`src/rtl/beta_pkg.sv`:
```
// beta_pkg: definitions shared by the Beta CPU run-control logic.
//   rcState_t       - encoding of the run_ctrl sequencer states (binary, 3 bits)
//   HOLD_CYCLES_DEF - default number of cycles the PC is held in reset
package beta_pkg;

    typedef enum logic [2:0] {
        RC_HOLD   = 3'd0,
        RC_IDLE   = 3'd1,
        RC_RUN    = 3'd2,
        RC_STEP   = 3'd3,
        RC_HALTED = 3'd4
    } rcState_t;

    localparam int HOLD_CYCLES_DEF = 4;

endpackage

```
`src/rtl/run_ctrl_if.sv`:
```
// run_ctrl_if: run-control signals between the pins/decoder side and run_ctrl.
//   runCPU      - asynchronous run level (1 = run)
//   halt_req    - decoder halt/trap request, synchronous
//   step_req    - single-step pulse (only when RUN_CTRL_STEP_EN is defined)
//   cpu_en      - datapath commit enable
//   pc_rst      - force PC to 0 at the next edge
//   running     - sequencer is executing (RUN or STEP)
//   halted      - sequencer is halted
//   cycle_count - saturating count of enabled cycles
// Modports: master drives the requests, slave (run_ctrl) drives the status.
// Optional feature macro: RUN_CTRL_STEP_EN.
interface run_ctrl_if #(
    parameter int CNT_W = 32
);
    logic             runCPU;
    logic             halt_req;
`ifdef RUN_CTRL_STEP_EN
    logic             step_req;
`endif
    logic             cpu_en;
    logic             pc_rst;
    logic             running;
    logic             halted;
    logic [CNT_W-1:0] cycle_count;

`ifdef RUN_CTRL_STEP_EN
    modport master (
        output runCPU, halt_req, step_req,
        input  cpu_en, pc_rst, running, halted, cycle_count
    );
    modport slave (
        input  runCPU, halt_req, step_req,
        output cpu_en, pc_rst, running, halted, cycle_count
    );
`else
    modport master (
        output runCPU, halt_req,
        input  cpu_en, pc_rst, running, halted, cycle_count
    );
    modport slave (
        input  runCPU, halt_req,
        output cpu_en, pc_rst, running, halted, cycle_count
    );
`endif

endinterface

```
`src/rtl/sync_ff.sv`:
```
// sync_ff: DEPTH-stage flip-flop synchronizer for an asynchronous input.
//   clk   - destination clock
//   rst_n - asynchronous active-low reset, all stages clear to 0
//   d     - asynchronous input
//   q     - synchronized output (DEPTH cycles of latency)
module sync_ff #(
    parameter int DEPTH = 2,
    parameter int WIDTH = 1
) (
    input  logic             clk,
    input  logic             rst_n,
    input  logic [WIDTH-1:0] d,
    output logic [WIDTH-1:0] q
);

    logic [DEPTH-1:0][WIDTH-1:0] stages;

    always_ff @(posedge clk or negedge rst_n) begin
        if (!rst_n) begin
            stages <= '0;
        end else begin
            stages <= {stages[DEPTH-2:0], d};
        end
    end

    assign q = stages[DEPTH-1];

endmodule

```
`src/rtl/run_ctrl.sv`:
```
// run_ctrl: run-control sequencer for the Beta CPU datapath.
// Synchronizes runCPU, holds the PC in reset for HOLD_CYCLES cycles after
// reset release, gates architectural updates through cpu_en and stops
// permanently on a decoder halt request.
//   clk   - system clock, rising edge
//   reset - asynchronous active-low reset (0 = in reset)
//   bus   - run_ctrl_if slave: runCPU, halt_req, [step_req] in;
//           cpu_en, pc_rst, running, halted, cycle_count out
// Optional feature macro: RUN_CTRL_STEP_EN adds step_req and the STEP state.
module run_ctrl
    import beta_pkg::*;
#(
    parameter int SYNC_STAGES = 2,
    parameter int HOLD_CYCLES = HOLD_CYCLES_DEF,
    parameter int CNT_W       = 32
) (
    input  logic        clk,
    input  logic        reset,
    run_ctrl_if.slave   bus
);

    localparam int HC_W = $clog2(HOLD_CYCLES + 1);

    rcState_t         state;
    rcState_t         stateNext;
    logic [HC_W-1:0]  holdCnt;
    logic [CNT_W-1:0] cycleCnt;
    logic             runS;
    logic             cpuEn;
    logic             pcRst;
    logic             runningO;
    logic             haltedO;

    function automatic logic [CNT_W-1:0] satInc(input logic [CNT_W-1:0] v);
        return (&v) ? v : v + CNT_W'(1);
    endfunction

    // The synchronizer runs in every state; HOLD simply ignores its output.
    sync_ff #(
        .DEPTH (SYNC_STAGES),
        .WIDTH (1)
    ) uRunSync (
        .clk   (clk),
        .rst_n (reset),
        .d     (bus.runCPU),
        .q     (runS)
    );

    always_ff @(posedge clk or negedge reset) begin
        if (!reset) begin
            state <= RC_HOLD;
        end else begin
            state <= stateNext;
        end
    end

    always_ff @(posedge clk or negedge reset) begin
        if (!reset) begin
            holdCnt <= HC_W'(HOLD_CYCLES);
        end else if (state == RC_HOLD && holdCnt != '0) begin
            holdCnt <= holdCnt - HC_W'(1);
        end
    end

    // HOLD leaves on the edge where the counter steps from 1 to 0.
    always_comb begin
        stateNext = state;
        unique case (state)
            RC_HOLD: begin
                if (holdCnt == HC_W'(1)) begin
                    stateNext = RC_IDLE;
                end
            end
            RC_IDLE: begin
                if (runS) begin
                    stateNext = RC_RUN;
                end
`ifdef RUN_CTRL_STEP_EN
                else if (bus.step_req) begin
                    stateNext = RC_STEP;
                end
`endif
            end
            RC_RUN: begin
                if (bus.halt_req) begin
                    stateNext = RC_HALTED;
                end else if (!runS) begin
                    stateNext = RC_IDLE;
                end
            end
`ifdef RUN_CTRL_STEP_EN
            RC_STEP: begin
                stateNext = bus.halt_req ? RC_HALTED : RC_IDLE;
            end
`endif
            RC_HALTED: begin
                stateNext = RC_HALTED;
            end
            default: begin
                stateNext = RC_HOLD;
            end
        endcase
    end

    always_comb begin
        cpuEn    = 1'b0;
        pcRst    = 1'b0;
        runningO = 1'b0;
        haltedO  = 1'b0;
        unique case (state)
            RC_HOLD:   pcRst = 1'b1;
            RC_RUN: begin
                cpuEn    = 1'b1;
                runningO = 1'b1;
            end
`ifdef RUN_CTRL_STEP_EN
            RC_STEP: begin
                cpuEn    = 1'b1;
                runningO = 1'b1;
            end
`endif
            RC_HALTED: haltedO = 1'b1;
            default: begin
                cpuEn = 1'b0;
            end
        endcase
    end

    always_ff @(posedge clk or negedge reset) begin
        if (!reset) begin
            cycleCnt <= '0;
        end else if (cpuEn) begin
            cycleCnt <= satInc(cycleCnt);
        end
    end

    assign bus.cpu_en      = cpuEn;
    assign bus.pc_rst      = pcRst;
    assign bus.running     = runningO;
    assign bus.halted      = haltedO;
    assign bus.cycle_count = cycleCnt;

endmodule
```
`src/flat_wrapper.sv`:
```
// flat-port wrapper written by rule: the top's interface ports become plain ports
module run_ctrl_flat import beta_pkg::*;
#(
    parameter int SYNC_STAGES = 2,
    parameter int HOLD_CYCLES = HOLD_CYCLES_DEF,
    parameter int CNT_W       = 32
)
  (clk, reset, bus_runCPU, bus_halt_req, bus_cpu_en, bus_pc_rst, bus_running, bus_halted, bus_cycle_count);
  run_ctrl_if #(.CNT_W(CNT_W)) bus_i ();
  input  logic clk;
  input  logic reset;
  input wire logic [$bits(bus_i.runCPU)-1:0] bus_runCPU;
  input wire logic [$bits(bus_i.halt_req)-1:0] bus_halt_req;
  output wire logic [$bits(bus_i.cpu_en)-1:0] bus_cpu_en;
  output wire logic [$bits(bus_i.pc_rst)-1:0] bus_pc_rst;
  output wire logic [$bits(bus_i.running)-1:0] bus_running;
  output wire logic [$bits(bus_i.halted)-1:0] bus_halted;
  output wire logic [$bits(bus_i.cycle_count)-1:0] bus_cycle_count;
  assign bus_i.runCPU = bus_runCPU;
  assign bus_i.halt_req = bus_halt_req;
  assign bus_cpu_en = bus_i.cpu_en;
  assign bus_pc_rst = bus_i.pc_rst;
  assign bus_running = bus_i.running;
  assign bus_halted = bus_i.halted;
  assign bus_cycle_count = bus_i.cycle_count;
  run_ctrl #(.SYNC_STAGES(SYNC_STAGES), .HOLD_CYCLES(HOLD_CYCLES), .CNT_W(CNT_W)) u_core (.clk(clk), .reset(reset), .bus(bus_i));
endmodule
```
`config.mk`:
```
export PLATFORM = sky130hd
export DESIGN_NAME = run_ctrl_flat
export DESIGN_NICKNAME = d
export VERILOG_FILES = /design/src/rtl/beta_pkg.sv /design/src/rtl/run_ctrl_if.sv /design/src/rtl/sync_ff.sv /design/src/rtl/run_ctrl.sv /design/src/flat_wrapper.sv
export SDC_FILE = /design/constraint.sdc
export NUM_CORES = 1
export LEC_CHECK = 0
export ABC_CLOCK_PERIOD_IN_PS = 2900
export BUFFER_PORTS_ARGS = -buffer_cell sky130_fd_sc_hd__buf_2
export CAP_MARGIN = 30
export CORE_ASPECT_RATIO = 1.25
export CORE_MARGIN = 8
export CORE_UTILIZATION = 42
export CTS_CLUSTER_DIAMETER = 80
export DETAILED_ROUTE_END_ITERATION = 10
export PLACE_DENSITY = 0.69
export SETUP_SLACK_MARGIN = 0.2
export SLEW_MARGIN = 0
export SYNTH_ARGS = -nofsm -noshare
export SYNTH_HDL_FRONTEND = slang
export SYNTH_SLANG_ARGS = --single-unit
```
`constraint.sdc`:
```
create_clock -name clk -period 2.9 [get_ports clk]
set_input_delay 0.145 -clock clk [delete_from_list [all_inputs] [get_ports clk]]
set_output_delay 0.145 -clock clk [all_outputs]
set_load 0.05 [all_outputs]
```
Word level (Yosys, flattened, before mapping):

Cells that the tools add are included.

* input port bits: 4
* output and inout port bits: 36
* register bits after elaboration: 40

* bitwise operators: 1
* equality and inequality tests: 7
* $add $sub $neg: 2
* reduce and logical (&&, ||, !) cells: 6
* mux-type cells: 8

Operators with widths (count)
* 32-bit by 1-bit adder with 32-bit output (second input constant): 1
* 32-bit AND reduction: 1
* 3-bit 2-to-1 mux: 4
* 3-bit one-hot mux with 4 select lines: 1
* 3-bit by 1-bit equality test with 1-bit output (second input constant): 2
* 2-bit != test (second input constant): 2
* 3-bit by 2-bit equality test with 1-bit output (second input constant): 1
* 3-bit equality test (second input constant): 1
* 3-bit logical NOT: 1
* 1-bit 2-to-1 mux: 3
* 3-bit != test (second input constant): 1
* 3-bit AND reduction: 1
* 3-bit nonzero test: 1
* 3-bit by 1-bit subtractor with 3-bit output (second input constant): 1
* 2-bit AND reduction: 1
* 1-bit logical AND: 1
* 1-bit NOT: 1

Longest topological paths before layout:

* depth in word-level cells: 3
* gate-level depth with buffers: 8
* gate-level depth less buffers: 6

Cells and area by module:

From an unflattened synthesis, not the netlist that was laid out.

* cells, all modules: 174
* area, all modules: 1965.6 um^2

Modules (own cells, without submodules)
* run_ctrl: times used 1, cells an instance 172, area each 1915.6 um^2
* sync_ff: times used 1, cells an instance 2, area each 50.0 um^2

Least setup slack after synthesis:

OpenSTA, ideal clock, no wires.

* kind: reg-to-reg
* start: register u_core.cycleCnt[0] (netlist: u_core.bus.cycle_count[0])
* end: register u_core.cycleCnt[30] (netlist: u_core.bus.cycle_count[30])
* arrival: 2388 ps
* cell stages (with the launch flop): 7
* path slack: 430 ps
* cells stage by stage: dfrtp_1 -> ha_1 -> nand4_1 -> or4_4 -> or4b_1 -> nor3_2 -> xor2_1

* longest elaborated chain between the ends: 3
* elaborated cells on any way between the ends: 4
* classes of those cells: add/sub (1); bitwise (1); reduce/logical (2)

RTL lines
* from (decl): line run_ctrl.sv:27 `logic [CNT_W-1:0] cycleCnt;`
* from (signal assigned): line run_ctrl.sv:133 `cycleCnt <= satInc(cycleCnt);`
* parallel branches: the longest is 3 deep, another holds 32-bit by 1-bit adder with 32-bit output

Parallel ways; which one is timed is not known.
A chain may end at the register's enable or synchronous reset.

Worst setup path after layout:

Same ends and word-level chain as after synthesis.

==> results_dict.tcl <==
set metrics [dict create \
    path_class "flop to flop" \
    port_buffers 39 \
    h-tree-depth 2 \
    worst_slew_pin_slew_ps 900 \
    crit_fanout 6 \
    drtIter0Drc 111 \
    use_met1 0.154 \
    leakage_nw 1.20 \
    crit_chain "ha_1 > nand4_1 > or4_4 > or4b_1 > nor3_2 > xor2_1" \
    yosys_most_used_dff "dfrtp_1" \
    met2_usage 0.224 \
    initial_core_util 0.429 \
    via_count 1582 \
    cp.required_ps 3120 \
    final_cell_mix "buf_2, dfrtp_1, xor2_1" \
    final_nets 243 \
    rrSetupSlack_ps 510 \
    grt_pass1_vias 1670 \
    clock_skew_ps 10.2 \
    p_clk_frac 0.397 \
    p_sw_frac 0.207 \
    worstRegToRegCells 6 \
    crit_start "u_core.bus.cycle_count[0]" \
    syn_inst 190 \
    holdWs_ps -19.4 \
    yosysWarnings 0 \
    wl_mm 4.58 \
    clkLatencyLatePin_ps 290 \
    setup_viol_count_final 0 \
    fin_crit_ps 2390 \
    synth_seq_area_share 0.502 \
    yosys.area_share.simple 0.263 \
    grt_pass1_wl_mm 7.85 \
    period_share 0.824 \
    die_w_um 77.7 \
    io_pins 40 \
    p_comb_frac 0.015 \
    syn_to_final_growth_pct 18.7 \
    synth_fa_ha_area_frac 0.0251 \
    maxSlewViolCount 0 \
    grt_busiest_layer "met2" \
    cpMaxStageDelayCell "or4_4" \
    placedInstanceArea_um2 2270 \
    status "finished with violations" \
    p_int_mw 0.756 \
    use_met3 0.0441 \
    fin_setup_tns_ps 0 \
    cp.arrival_ps 2610 \
    n_antenna_cell 0 \
    clockBufferDepth 2 \
    drc 0 \
    p_switching_mw 0.197 \
    drive_gt1_frac 0.254 \
    grt_max_degree 41 \
    die-area_um2 7230 \
    globalplace.congestion 0.866 \
    postRouteAntennaNets 0 \
    grtUsageTotal 0.133 \
    crit_end "u_core.bus.cycle_count[30]" \
    cts_buffers 5 \
    drv_cap 0 \
    clk_pin_slew_worst_paths_ps 80 \
    power_mw 0.953 \
    synth_edf_count 0 \
    yosysUniqueCellTypes 41 \
    syn_area_um2 2000 \
    core_area_um2 4660 \
    synth_mux_area_frac 0.0107 \
    syn_nets 198 \
    synth_top_family_by_area "simple AND/OR/NAND/NOR gates" \
    avgRoutedWirePerCell_um 15.5 \
    cts_tree "done" \
    startpoint_type "flop" \
    synth_area_leader_cell "dfrtp_1" \
    gr-total-overflow 0 \
    fmax_ghz 0.418 \
    cts_sinks 40 \
    hold_class "primary input to asynchronous set/reset pin" \
    power_frac_seq 0.587 \
    synth.area.top_cells "dfrtp_1, xor2_1, xnor2_1" \
    synth_compound_area_frac 0.0401 \
    rsz0062_at_grt "false" \
    worst_setup_path_end_kind "flop" \
    avgSynthCellArea_um2 10.5 \
    antenna_found_initial 0 \
    fp.dieH_um 93.1 \
    worstReg2RegStart "u_core.bus.cycle_count[0]" \
    cpPeakStageDelay_ps 610 \
    cts_setup_buffers 0 \
    cts_resized 0 \
    vdd.ir_drop.worst_v 0.000286 \
    p_per_area_nw_per_um2 402 \
    cts_hold_buf 1 \
    slew-limit-headroom 0.400 \
    detail_route.first_pass.iterations 4 \
    hold_viol 39 \
    hpwl_mm 3.34 \
    final_area_um2 2370 \
    timing.rr.end "u_core.bus.cycle_count[30]" \
    synth_top_area_share 0.489 \
    async_reset_ff_frac 1.00 \
    post_drt_via_cell_ratio 5.34 \
    violations "hold timing" \
    ys_seq_elements 40 \
    synth_xor_area_frac 0.132 \
    cts_root_buffer "clkbuf_8" \
    rows 28 \
]
cell families (layout without fill, tap and decap cells):
logic type | count (synthesis) | after routing
and+or+nand+nor | 87 | 87
DFF | 40 | 40
xor gates and xnor gates | 30 | 30
AOI/OAI and AO/OA | 14 | 14
buffers and inverters | 13 | 59
adders and majority gates | 4 | 4
muxes | 2 | 2
through the flow:
step                utilization  cells  worst slack (ps)
floorplan                     -    190               430
global placement          0.487    287               594
detailed placement        0.487    287               538
CTS                       0.509    296               510
global route              0.509    296               333
finish                    0.509    296               509
layer usage:
metal | vias up | share of wire
met1 | 772 | 0.43
met3 | 6 | 0.055
li1 | 763 | -
met5 | - | 0
met2 | 41 | 0.50
met4 | 0 | 0.014
flip-flops by register name, summed over array words and instances, names as in the netlist:
signal,flops
u_core.uRunSync.stages,1
u_core.state,3
u_core.bus.cycle_count,32
u_core.uRunSync.q,1
u_core.holdCnt,3
power by group through the flow:
stage / sequential [mW] / combinational, mW / clock [mW]
floorplan: 0.570 / 0.000845 / 0
global placement: 0.570 / 0.0143 / 0
detailed placement: 0.570 / 0.0144 / 0
CTS: 0.559 / 0.0155 / 0.388
global route: 0.559 / 0.0173 / 0.406
finish: 0.560 / 0.0146 / 0.378
critical path: cells and delay by family (launching register included):
kind          cells  cell delay [ps]
flops             1              410
simple gates      4             1540
xor+xnor          1              160
fa+ha+maj         1              210
area by class of cell:
class	instances	area, um^2
clock buffer	8	90.1
fill	474	2290
inverter	8	30.0
multi-input combinational	137	945
sequential	40	1000
tap	60	75.1
timing repair buffer	43	228
Yosys cell counts (all sizes together) (2+ instances only):
cell    instances
dfrtp          39
xor2           17
nor3           15
nand3          13
xnor2          13
nor2           11
nand2          10
nor4           10
nand4           8
inv             7
a21oi           6
buf             4
ha              4
nor3b           4
o21ai           3
or2             3
a31oi           2
o211ai          2
how the worst min path moves through the flow:
stage	start	endpoint	slack, ps	cells after the start
floorplan	reset	u_core.bus.cycle_count[0]	-150	0
global placement	bus_runCPU	u_core.uRunSync.stages[0]	250	1
detailed placement	bus_runCPU	u_core.uRunSync.stages[0]	250	1
CTS	reset	u_core.holdCnt[1]	4	1
global route	reset	u_core.bus.cycle_count[8]	50	1
finish	reset	u_core.bus.cycle_count[0]	-20	1
(Power assumes the default switching activity.)
